[src/rtl/morse_pkg.sv]
// ---------------------------------------------------------------------------
// morse_pkg
// Shared types and constants for the Morse message sequencer.
//   letter_t       : 3-bit letter code, A..H
//   state_t        : transmit FSM states
//   MORSE_PATTERN  : 12-bit dot/dash pattern per letter, sent MSB first
//   MORSE_LEN      : number of significant bits per letter (position of last 1)
//   letter_len()   : bits actually transmitted for a letter
// Build option: define MORSE_TRIM_EN to stop each letter after its last 1
// instead of sending all 12 bits.
// ---------------------------------------------------------------------------
package morse_pkg;

    typedef enum logic [2:0] {
        LTR_A, LTR_B, LTR_C, LTR_D, LTR_E, LTR_F, LTR_G, LTR_H
    } letter_t;

    typedef enum logic [1:0] {
        IDLE,
        LOAD,
        SEND,
        GAP
    } state_t;

    localparam int MORSE_BITS = 12;

    localparam logic [MORSE_BITS-1:0] MORSE_PATTERN [8] = '{
        12'b101110000000,   // A
        12'b111010101000,   // B
        12'b111010111010,   // C
        12'b111010100000,   // D
        12'b100000000000,   // E
        12'b101011101000,   // F
        12'b111011101000,   // G
        12'b101010100000    // H
    };

    localparam logic [3:0] MORSE_LEN [8] = '{
        4'd5, 4'd9, 4'd11, 4'd7, 4'd1, 4'd9, 4'd9, 4'd7
    };

`ifdef MORSE_TRIM_EN
    localparam bit TRIM_EN = 1'b1;
`else
    localparam bit TRIM_EN = 1'b0;
`endif

    // Number of bits put on the line for a letter before its gap.
    function automatic logic [3:0] letter_len(input letter_t l);
        return TRIM_EN ? MORSE_LEN[l] : 4'(MORSE_BITS);
    endfunction

endpackage

[src/rtl/morse_letter_fifo.sv]
// ---------------------------------------------------------------------------
// morse_letter_fifo
// Small synchronous FIFO holding queued letter codes.
//   ClockIn  : clock
//   Reset    : synchronous, active-high reset (empties the queue)
//   flush_i  : empty the queue on the next edge; a push that cycle is dropped
//   push_i   : write data_i (ignored when full)
//   data_i   : letter code in
//   pop_i    : discard the head entry (ignored when empty)
//   data_o   : head entry (valid when !empty_o)
//   full_o   : no free entries
//   empty_o  : no entries
//   count_o  : number of stored entries
// DEPTH must be a power of two so the pointers wrap naturally.
// ---------------------------------------------------------------------------
module morse_letter_fifo #(
    parameter int DEPTH = 4,
    parameter int WIDTH = 3
) (
    input  logic                     ClockIn,
    input  logic                     Reset,
    input  logic                     flush_i,
    input  logic                     push_i,
    input  logic [WIDTH-1:0]         data_i,
    input  logic                     pop_i,
    output logic [WIDTH-1:0]         data_o,
    output logic                     full_o,
    output logic                     empty_o,
    output logic [$clog2(DEPTH):0]   count_o
);

    localparam int PTR_W = $clog2(DEPTH);
    localparam int CNT_W = PTR_W + 1;

    logic [WIDTH-1:0] mem_q [DEPTH];
    logic [PTR_W-1:0] wr_ptr_q;
    logic [PTR_W-1:0] rd_ptr_q;
    logic [CNT_W-1:0] count_q;

    logic do_push;
    logic do_pop;

    assign full_o  = (count_q == CNT_W'(DEPTH));
    assign empty_o = (count_q == '0);
    assign count_o = count_q;
    assign data_o  = mem_q[rd_ptr_q];

    assign do_push = push_i && !full_o && !flush_i;
    assign do_pop  = pop_i && !empty_o;

    // NOTE: clocked state uses non-blocking assignments so every register
    // samples the pre-edge values regardless of statement order.
    always_ff @(posedge ClockIn) begin
        if (Reset || flush_i) begin
            wr_ptr_q <= '0;
            rd_ptr_q <= '0;
            count_q  <= '0;
        end else begin
            if (do_push) wr_ptr_q <= wr_ptr_q + 1'b1;
            if (do_pop)  rd_ptr_q <= rd_ptr_q + 1'b1;
            case ({do_push, do_pop})
                2'b10:   count_q <= count_q + 1'b1;
                2'b01:   count_q <= count_q - 1'b1;
                default: count_q <= count_q;
            endcase
        end
    end

    // NOTE: the storage array has no reset; the pointers and count define
    // which entries are meaningful, so stale contents are never observed.
    always_ff @(posedge ClockIn) begin
        if (do_push) mem_q[wr_ptr_q] <= data_i;
    end

endmodule

[src/rtl/morse_message_sequencer.sv]
// ---------------------------------------------------------------------------
// morse_message_sequencer
// Queues Morse letters (A..H) and transmits them back-to-back as a dot/dash
// bit stream, each letter followed by GAP_BITS zero bit-periods.
//   ClockIn      : clock
//   Reset        : synchronous, active-high reset
//   Flush        : abort current letter, empty the queue
//   LetterValid  : producer offers Letter
//   Letter       : letter code, 0=A .. 7=H
//   LetterReady  : queue accepts; transfer on LetterValid && LetterReady
//   DotDashOut   : current Morse bit
//   NewBitOut    : pulse on the last cycle of each bit period
//   LetterDone   : pulse on the last cycle of a letter's gap
//   Busy         : FSM not idle
//   QueueCount   : letters waiting in the queue
// Parameters: CLOCK_FREQUENCY (bit period = CLOCK_FREQUENCY/2 cycles, even,
// >= 4), FIFO_DEPTH (power of two, >= 2), GAP_BITS (>= 0).
// Build option: MORSE_TRIM_EN drops each letter's trailing zeros.
// ---------------------------------------------------------------------------
module morse_message_sequencer
    import morse_pkg::*;
#(
    parameter int CLOCK_FREQUENCY = 500,
    parameter int FIFO_DEPTH      = 4,
    parameter int GAP_BITS        = 3
) (
    input  logic                          ClockIn,
    input  logic                          Reset,
    input  logic                          Flush,
    input  logic                          LetterValid,
    input  logic [2:0]                    Letter,
    output logic                          LetterReady,
    output logic                          DotDashOut,
    output logic                          NewBitOut,
    output logic                          LetterDone,
    output logic                          Busy,
    output logic [$clog2(FIFO_DEPTH):0]   QueueCount
);

    localparam int TICKS  = CLOCK_FREQUENCY / 2;
    localparam int TICK_W = $clog2(TICKS);
    localparam logic [TICK_W-1:0] TICK_LAST = TICK_W'(TICKS - 1);

    localparam int GAP_W = (GAP_BITS > 1) ? $clog2(GAP_BITS) : 1;
    localparam logic [GAP_W-1:0] GAP_LAST = GAP_W'((GAP_BITS > 0) ? GAP_BITS - 1 : 0);
    localparam bit NO_GAP = (GAP_BITS == 0);

    state_t                  state_q,     state_d;
    logic [TICK_W-1:0]       tick_q,      tick_d;
    logic [MORSE_BITS-1:0]   shreg_q,     shreg_d;
    logic [3:0]              bits_left_q, bits_left_d;
    logic [GAP_W-1:0]        gap_left_q,  gap_left_d;

    logic       fifo_full;
    logic       fifo_empty;
    logic       fifo_pop;
    logic [2:0] fifo_head;
    letter_t    head_letter;
    logic       tick_zero;

    assign LetterReady = !fifo_full && !Flush && !Reset;
    assign head_letter = letter_t'(fifo_head);
    assign tick_zero   = (tick_q == '0);

    morse_letter_fifo #(
        .DEPTH (FIFO_DEPTH),
        .WIDTH (3)
    ) u_fifo (
        .ClockIn (ClockIn),
        .Reset   (Reset),
        .flush_i (Flush),
        .push_i  (LetterValid && LetterReady),
        .data_i  (Letter),
        .pop_i   (fifo_pop),
        .data_o  (fifo_head),
        .full_o  (fifo_full),
        .empty_o (fifo_empty),
        .count_o (QueueCount)
    );

    always_ff @(posedge ClockIn) begin
        if (Reset) begin
            state_q     <= IDLE;
            tick_q      <= TICK_LAST;
            shreg_q     <= '0;
            bits_left_q <= '0;
            gap_left_q  <= '0;
        end else begin
            state_q     <= state_d;
            tick_q      <= tick_d;
            shreg_q     <= shreg_d;
            bits_left_q <= bits_left_d;
            gap_left_q  <= gap_left_d;
        end
    end

    // NOTE: every signal driven here gets a default first, so no path through
    // the case leaves one unassigned and no latch is inferred.
    always_comb begin
        state_d     = state_q;
        tick_d      = tick_q;
        shreg_d     = shreg_q;
        bits_left_d = bits_left_q;
        gap_left_d  = gap_left_q;
        fifo_pop    = 1'b0;

        unique case (state_q)
            IDLE: begin
                tick_d = TICK_LAST;
                if (!fifo_empty) state_d = LOAD;
            end

            LOAD: begin
                fifo_pop    = 1'b1;
                shreg_d     = MORSE_PATTERN[head_letter];
                bits_left_d = letter_len(head_letter) - 4'd1;
                tick_d      = TICK_LAST;
                state_d     = SEND;
            end

            SEND: begin
                tick_d = tick_zero ? TICK_LAST : tick_q - 1'b1;
                if (tick_zero) begin
                    if (bits_left_q == '0) begin
                        // With no gap the letter finishes on its last bit.
                        if (NO_GAP) begin
                            state_d = fifo_empty ? IDLE : LOAD;
                        end else begin
                            state_d    = GAP;
                            gap_left_d = GAP_LAST;
                        end
                    end else begin
                        shreg_d     = shreg_q << 1;
                        bits_left_d = bits_left_q - 1'b1;
                    end
                end
            end

            GAP: begin
                tick_d = tick_zero ? TICK_LAST : tick_q - 1'b1;
                if (tick_zero) begin
                    // Emptiness is the registered view, so a push landing on
                    // this same edge waits for the IDLE->LOAD path.
                    if (gap_left_q == '0) state_d = fifo_empty ? IDLE : LOAD;
                    else                  gap_left_d = gap_left_q - 1'b1;
                end
            end

            default: state_d = IDLE;
        endcase

        if (Flush) begin
            state_d  = IDLE;
            tick_d   = TICK_LAST;
            fifo_pop = 1'b0;
        end
    end

    // Outputs decode registered state only.
    assign DotDashOut = (state_q == SEND) && shreg_q[MORSE_BITS-1];
    assign NewBitOut  = ((state_q == SEND) || (state_q == GAP)) && tick_zero;
    assign LetterDone = tick_zero &&
                        (((state_q == GAP) && (gap_left_q == '0)) ||
                         (NO_GAP && (state_q == SEND) && (bits_left_q == '0)));
    assign Busy       = (state_q != IDLE);

endmodule

[config.mk]
export PLATFORM = sky130hd
export DESIGN_NAME = morse_message_sequencer
export DESIGN_NICKNAME = d
export VERILOG_FILES = /design/src/rtl/morse_pkg.sv /design/src/rtl/morse_letter_fifo.sv /design/src/rtl/morse_message_sequencer.sv
export SDC_FILE = /design/constraint.sdc
export NUM_CORES = 1
export LEC_CHECK = 0
export ABC_CLOCK_PERIOD_IN_PS = 8900
export CORE_MARGIN = 2
export CORE_UTILIZATION = 35
export DETAILED_ROUTE_END_ITERATION = 7
export SYNTH_ARGS = -nofsm -noshare
export SYNTH_HDL_FRONTEND = slang
export SYNTH_SLANG_ARGS = --single-unit
[constraint.sdc]
create_clock -name ClockIn -period 8.9 [get_ports ClockIn]
set_input_delay 2.67 -clock ClockIn [delete_from_list [all_inputs] [get_ports ClockIn]]
set_output_delay 2.67 -clock ClockIn [all_outputs]
set_load 0.02 [all_outputs]
* After elaboration in Yosys (flattened, before gate mapping) *
Memory sizes are Yosys's and may differ from the RTL's. A register that Yosys moved wholly into a read port is not among the register bits.
Cells that the tools add are included.

storage, ports and cells
  output and inout bits = 8
  memories kept = 2
  word-level logic and storage cells = 92
  memory bits (writable) = 12
  input bits = 7
  bits in registers = 35
  memory bits (read-only) = 96

memory list
  name              words  width  read ports  clocked after memory_dff  write ports  RTL line                        text
  (name not given)  8      12     1           0                         0            morse_message_sequencer.sv:115  shreg_d = MORSE_PATTERN[head_letter];
  u_fifo.mem_q      4      3      1           1                         1            morse_letter_fifo.sv:35         logic [WIDTH-1:0] mem_q [DEPTH];

operators by class
  order comparisons = 1
  reduce and logical (&&, ||, !) cells = 31
  add/sub/neg operators = 7
  bitwise operators = 1
  equal/unequal tests = 13
  mux-type cells = 29

operator list
  operator                                                  count
  two-way mux 12 bit                                        4
  case mux 12 bit (2 select lines)                          1
  two-way mux 2 bit                                         11
  case mux 8 bit (2 select lines)                           1
  != test 2 bit, second input constant                      7
  logical AND 1 bit                                         10
  AND reduction 5 bit                                       2
  zero test 8 bit                                           1
  two-way mux 4 bit                                         2
  two-way mux 8 bit                                         1
  case mux 2 bit (4 select lines)                           1
  case mux 4 bit (2 select lines)                           1
  nonzero test 2 bit                                        4
  subtractor 8 x 1 -> 8 bit, second input constant          1
  equality test 2 bit, second input constant                3
  case mux 3 bit (2 select lines)                           1
  OR reduction 2 bit                                        3
  two-way mux 1 bit                                         5
  adder 2 x 1 -> 2 bit, second input constant               2
  equality test 2 x 1 -> 1 bit, second input constant       2
  greater-or-equal comparator 4 bit, second input constant  1
  zero test 1 bit                                           4
  zero test 2 bit                                           2
  zero test 4 bit                                           1
  other kinds (10)                                          11

* Logic depth before layout (Yosys ltp) *
  word-level depth = 9
  depth in mapped cells = 11
  mapped depth without buffers = 9

* Cells and area by module *
From an unflattened synthesis, not the netlist that was laid out.

unflattened totals
  cells, all modules = 242
  area total of the unflattened synthesis = 2404.8 sq um

by module, submodules not included
  module                   times used  cells each  sequential area each (sq um)  area each (sq um)
  morse_message_sequencer  1           171         540.5                         1478.9
  morse_letter_fifo        1           71          540.5                         925.9

* Worst setup path before layout *
OpenSTA, ideal clock, no wires.

  kind = input-to-output
  start point = in Reset
  end point = out LetterReady
  setup slack = 2.431 ns
  arrival time = 3.799 ns
  cell stages on the path = 5
  data required time = 6.230 ns
  path buffers = 3
  cell sequence = buf_2 or2_2 clkbuf_1 clkbuf_1 a21oi_1

on the way
  cells in the longest elaborated chain, start to end = 2

RTL lines
  element            RTL line                       text
  from (decl)        morse_message_sequencer.sv:28  input logic Reset,
  zero test 1 bit    morse_message_sequencer.sv:61  assign LetterReady = !fifo_full && !Flush && !Reset;
  logical AND 1 bit  morse_message_sequencer.sv:61
  to (decl)          morse_message_sequencer.sv:32  output logic LetterReady,

Every way passes these cells.

* Final worst setup path *
Ends and elaborated chain as after synthesis.

==> impl_metrics.ini <==
[global_route]
antenna_found_initial = 0
overflow = 0
grt_usage_pct = 11.7
grt_start_max_net_pins = 20
grt_pass1_vias = 1566
grt_pass1_wl_um = 7060

[place]
portBuffers = 14
gp_congestion = 0.748
post_dp_cell_area_mm2 = 0.00261
hpwl_um = 2940

[setup_path]
cp_common_cell = clkdlybuf4s50_1
crit_chain = clkdlybuf4s50_1 > buf_4 > or2_2 > a21oi_1 > clkdlybuf4s50_1
max_stage_delay_ns = 0.62
cp.required_ns = 6.23
critPathLaunchType = primary input
cp_max_fo = 19
slowest_stage = clkdlybuf4s50_1
crit_family = buffers and inverters
cp-end-kind = output port
critPathBufInv = 3
cp_data_arrival_time_ns = 4.48
critPathKind = primary input to output port

[run]
maxCapViolCount = 0

[drt]
drc = 0
wirelength_um = 4080
wl_per_cell_um = 12.4
drt_iter0_markers = 80
antenna_left = 0
first_pass_iters = 4
via_count = 1636
vias_per_cell = 4.99

[power]
p_int_mw = 0.318
p_per_area_mw_per_mm2 = 151
leakagePower_nw = 0.930
swShare_pct = 22.4
seqPwrFrac_pct = 55.2
pwr-share-clk_pct = 40.1
netSwitchingPower_mw = 0.0918
vdd_drop_max_uv = 96.5
combPwrFrac_pct = 4.7

[sta]
finClkSkew_ns = 0.00929
slew_headroom_pct = 52.1
min_period_over_period_pct = 80.3
tns_ns = 0
finalHoldViolCount = 0
hold_slack_ns = 0.432
timing.fmax_mhz = 140
rsz0062_at_grt = false
worstMarginPinSlew_ns = 0.719
slew_violations = 0
min_period_ns = 7.15
finalSetupViolations = 0

[cells_and_area]
drive_gt1_share_pct = 9.68
nets = 272
antenna_cells = 0
areaGrowthSynthToFinish_pct = 12.9
postLayoutCellArea_mm2 = 0.00272

[floorplan]
dieArea_mm2 = 0.00757
die_h_um = 87.0
initial_core_util_pct = 35.9
pin_count = 15
die_x_um = 87.0
rows = 30
core_mm2 = 0.00672

[synthesis]
synth_nets = 257
synthTopCellsByArea = dfxtp_1 30%, edfxtp_1 15%, ha_1 8.8%
yosys_warnings = 0
ys_seq_area_share_pct = 44.8
postSynthCellCount = 232
avgSynthCellArea_um2 = 10.4
ys_types = 47
async_flop_share_pct = 0
synth_edf_count = 12
ys_ff_latch = 48
synthFlopType = dfxtp_1
yosys.area.top_type = dfxtp_1
synthesis.area_mm2 = 0.00241
yosysTopAreaCellShare_pct = 29.9

[clock_network]
hold_buffers = 0
h-tree-depth = 2
cts_tree = done
clkSinkCount = 48
clkTransAtPathRegs_ns = 0.09
cts_setup_buffers = 0
cts_buffers = 5
cts.path.max_buffers = 2
cts_resized = 0
clockRootBuffer = clkbuf_8
worstSkewPairLatency_ns = 0.31

[hold_path]
hold_class = flip-flop to flip-flop

[status]
status = complete, no violations
==> area by class of cell <==
cell class	count	area (um^2)
Fill cell	665	4000
Clock inverter	3	46.3
Inverter	22	82.6
Timing Repair Buffer	15	148
Tap cell	80	100
Sequential cell	48	1080
Clock buffer	5	68.8
Multi-Input combinational cell	155	1200
==> metal layers <==
layer  wire length (um)  vias up  GRT usage [%]
met3                 84        4           2.84
met1               2000      768           14.0
met5                  0        -              0
met2               1950       14           20.1
met4                 55        0           4.69
li1                   -      850              -
==> synth_stat cells (2+ instances only) <==
| cell | n |
|---|---|
| clkbuf_1 | 3 |
| xor2_1 | 5 |
| mux4_2 | 3 |
| a31oi_1 | 3 |
| dfxtp_1 | 36 |
| nor2b_1 | 5 |
| clkbuf_8 | 2 |
| a311oi_1 | 2 |
| a21oi_1 | 11 |
| nand2b_1 | 2 |
| or3_1 | 5 |
| nor3_1 | 9 |
| nand2_1 | 17 |
| and2_1 | 5 |
| nand3_1 | 3 |
| o21ai_0 | 3 |
| o211ai_1 | 2 |
| a211oi_1 | 10 |
| ha_1 | 17 |
| nor3b_1 | 3 |
| nor2_1 | 20 |
| or2_2 | 2 |
| a221o_1 | 2 |
| nor4_4 | 2 |
| inv_1 | 22 |
| edfxtp_1 | 12 |
| xnor2_1 | 6 |
==> worst paths after layout <==
check,to,slack [ns],start,cells past startpoint
min,tick_q[0]$_SDFF_PP1_,0.43,tick_q[0]$_SDFF_PP1_,1
max,LetterReady,1.75,Reset,5
max reg2reg,bits_left_q[2]$_SDFFE_PP0P_,6.38,state_q[0]$_SDFFE_PP0P_,6
min reg2reg,tick_q[0]$_SDFF_PP1_,0.43,tick_q[0]$_SDFF_PP1_,1
==> through the flow <==
stage	util [%]	power (mW)	instances	setup WS, ns
2_1_floorplan	-	0.244	232	2.43
3_3_place_gp	38.8	0.251	320	1.76
3_5_place_dp	38.8	0.251	320	1.76
4_1_cts	40.5	0.415	328	1.75
5_1_grt	40.5	0.425	328	1.63
6_report	40.5	0.410	328	1.75
==> state kept, by name (all words and copies together), names as in the netlist, named ones only <==
| signal | count |
|---|---|
| u_fifo.mem_q | 12 |
| shreg_q | 11 |
| tick_q | 8 |
| bits_left_q | 4 |
| u_fifo.count_o | 3 |
| gap_left_q | 2 |
| state_q | 2 |
| u_fifo.rd_ptr_q | 2 |
| u_fifo.wr_ptr_q | 2 |
==> kinds of logic after synthesis <==
logic type,synth area share (%)
simple gates,18.8
flops,44.8
compound gates,14.0
buf+inv,5.55
fa+ha+maj,9.65
xor+xnor,3.99
mux,3.22
==> power by group through the flow <==
stage	logic, mW	clock network (mW)	registers, mW
floorplan	0.0129	0	0.231
global placement	0.0194	0	0.231
detailed placement	0.0195	0	0.232
CTS	0.0196	0.169	0.226
global route	0.0218	0.176	0.227
finish	0.0194	0.164	0.226
==> cell usage in the layout, fill, tap and decap left out, drive strengths merged, types with 6 or more instances in the layout <==
master         synthesis  routed
clkdlybuf4s50          0      14
nor3                   9       9
xnor2                  6       6
a211oi                11      11
ha                    17      17
nor2                  20      20
inv                   22      23
a21oi                 11      11
edfxtp                12      12
dfxtp                 36      36
nand2                 17      17
Power figures use the tool's default switching activity.
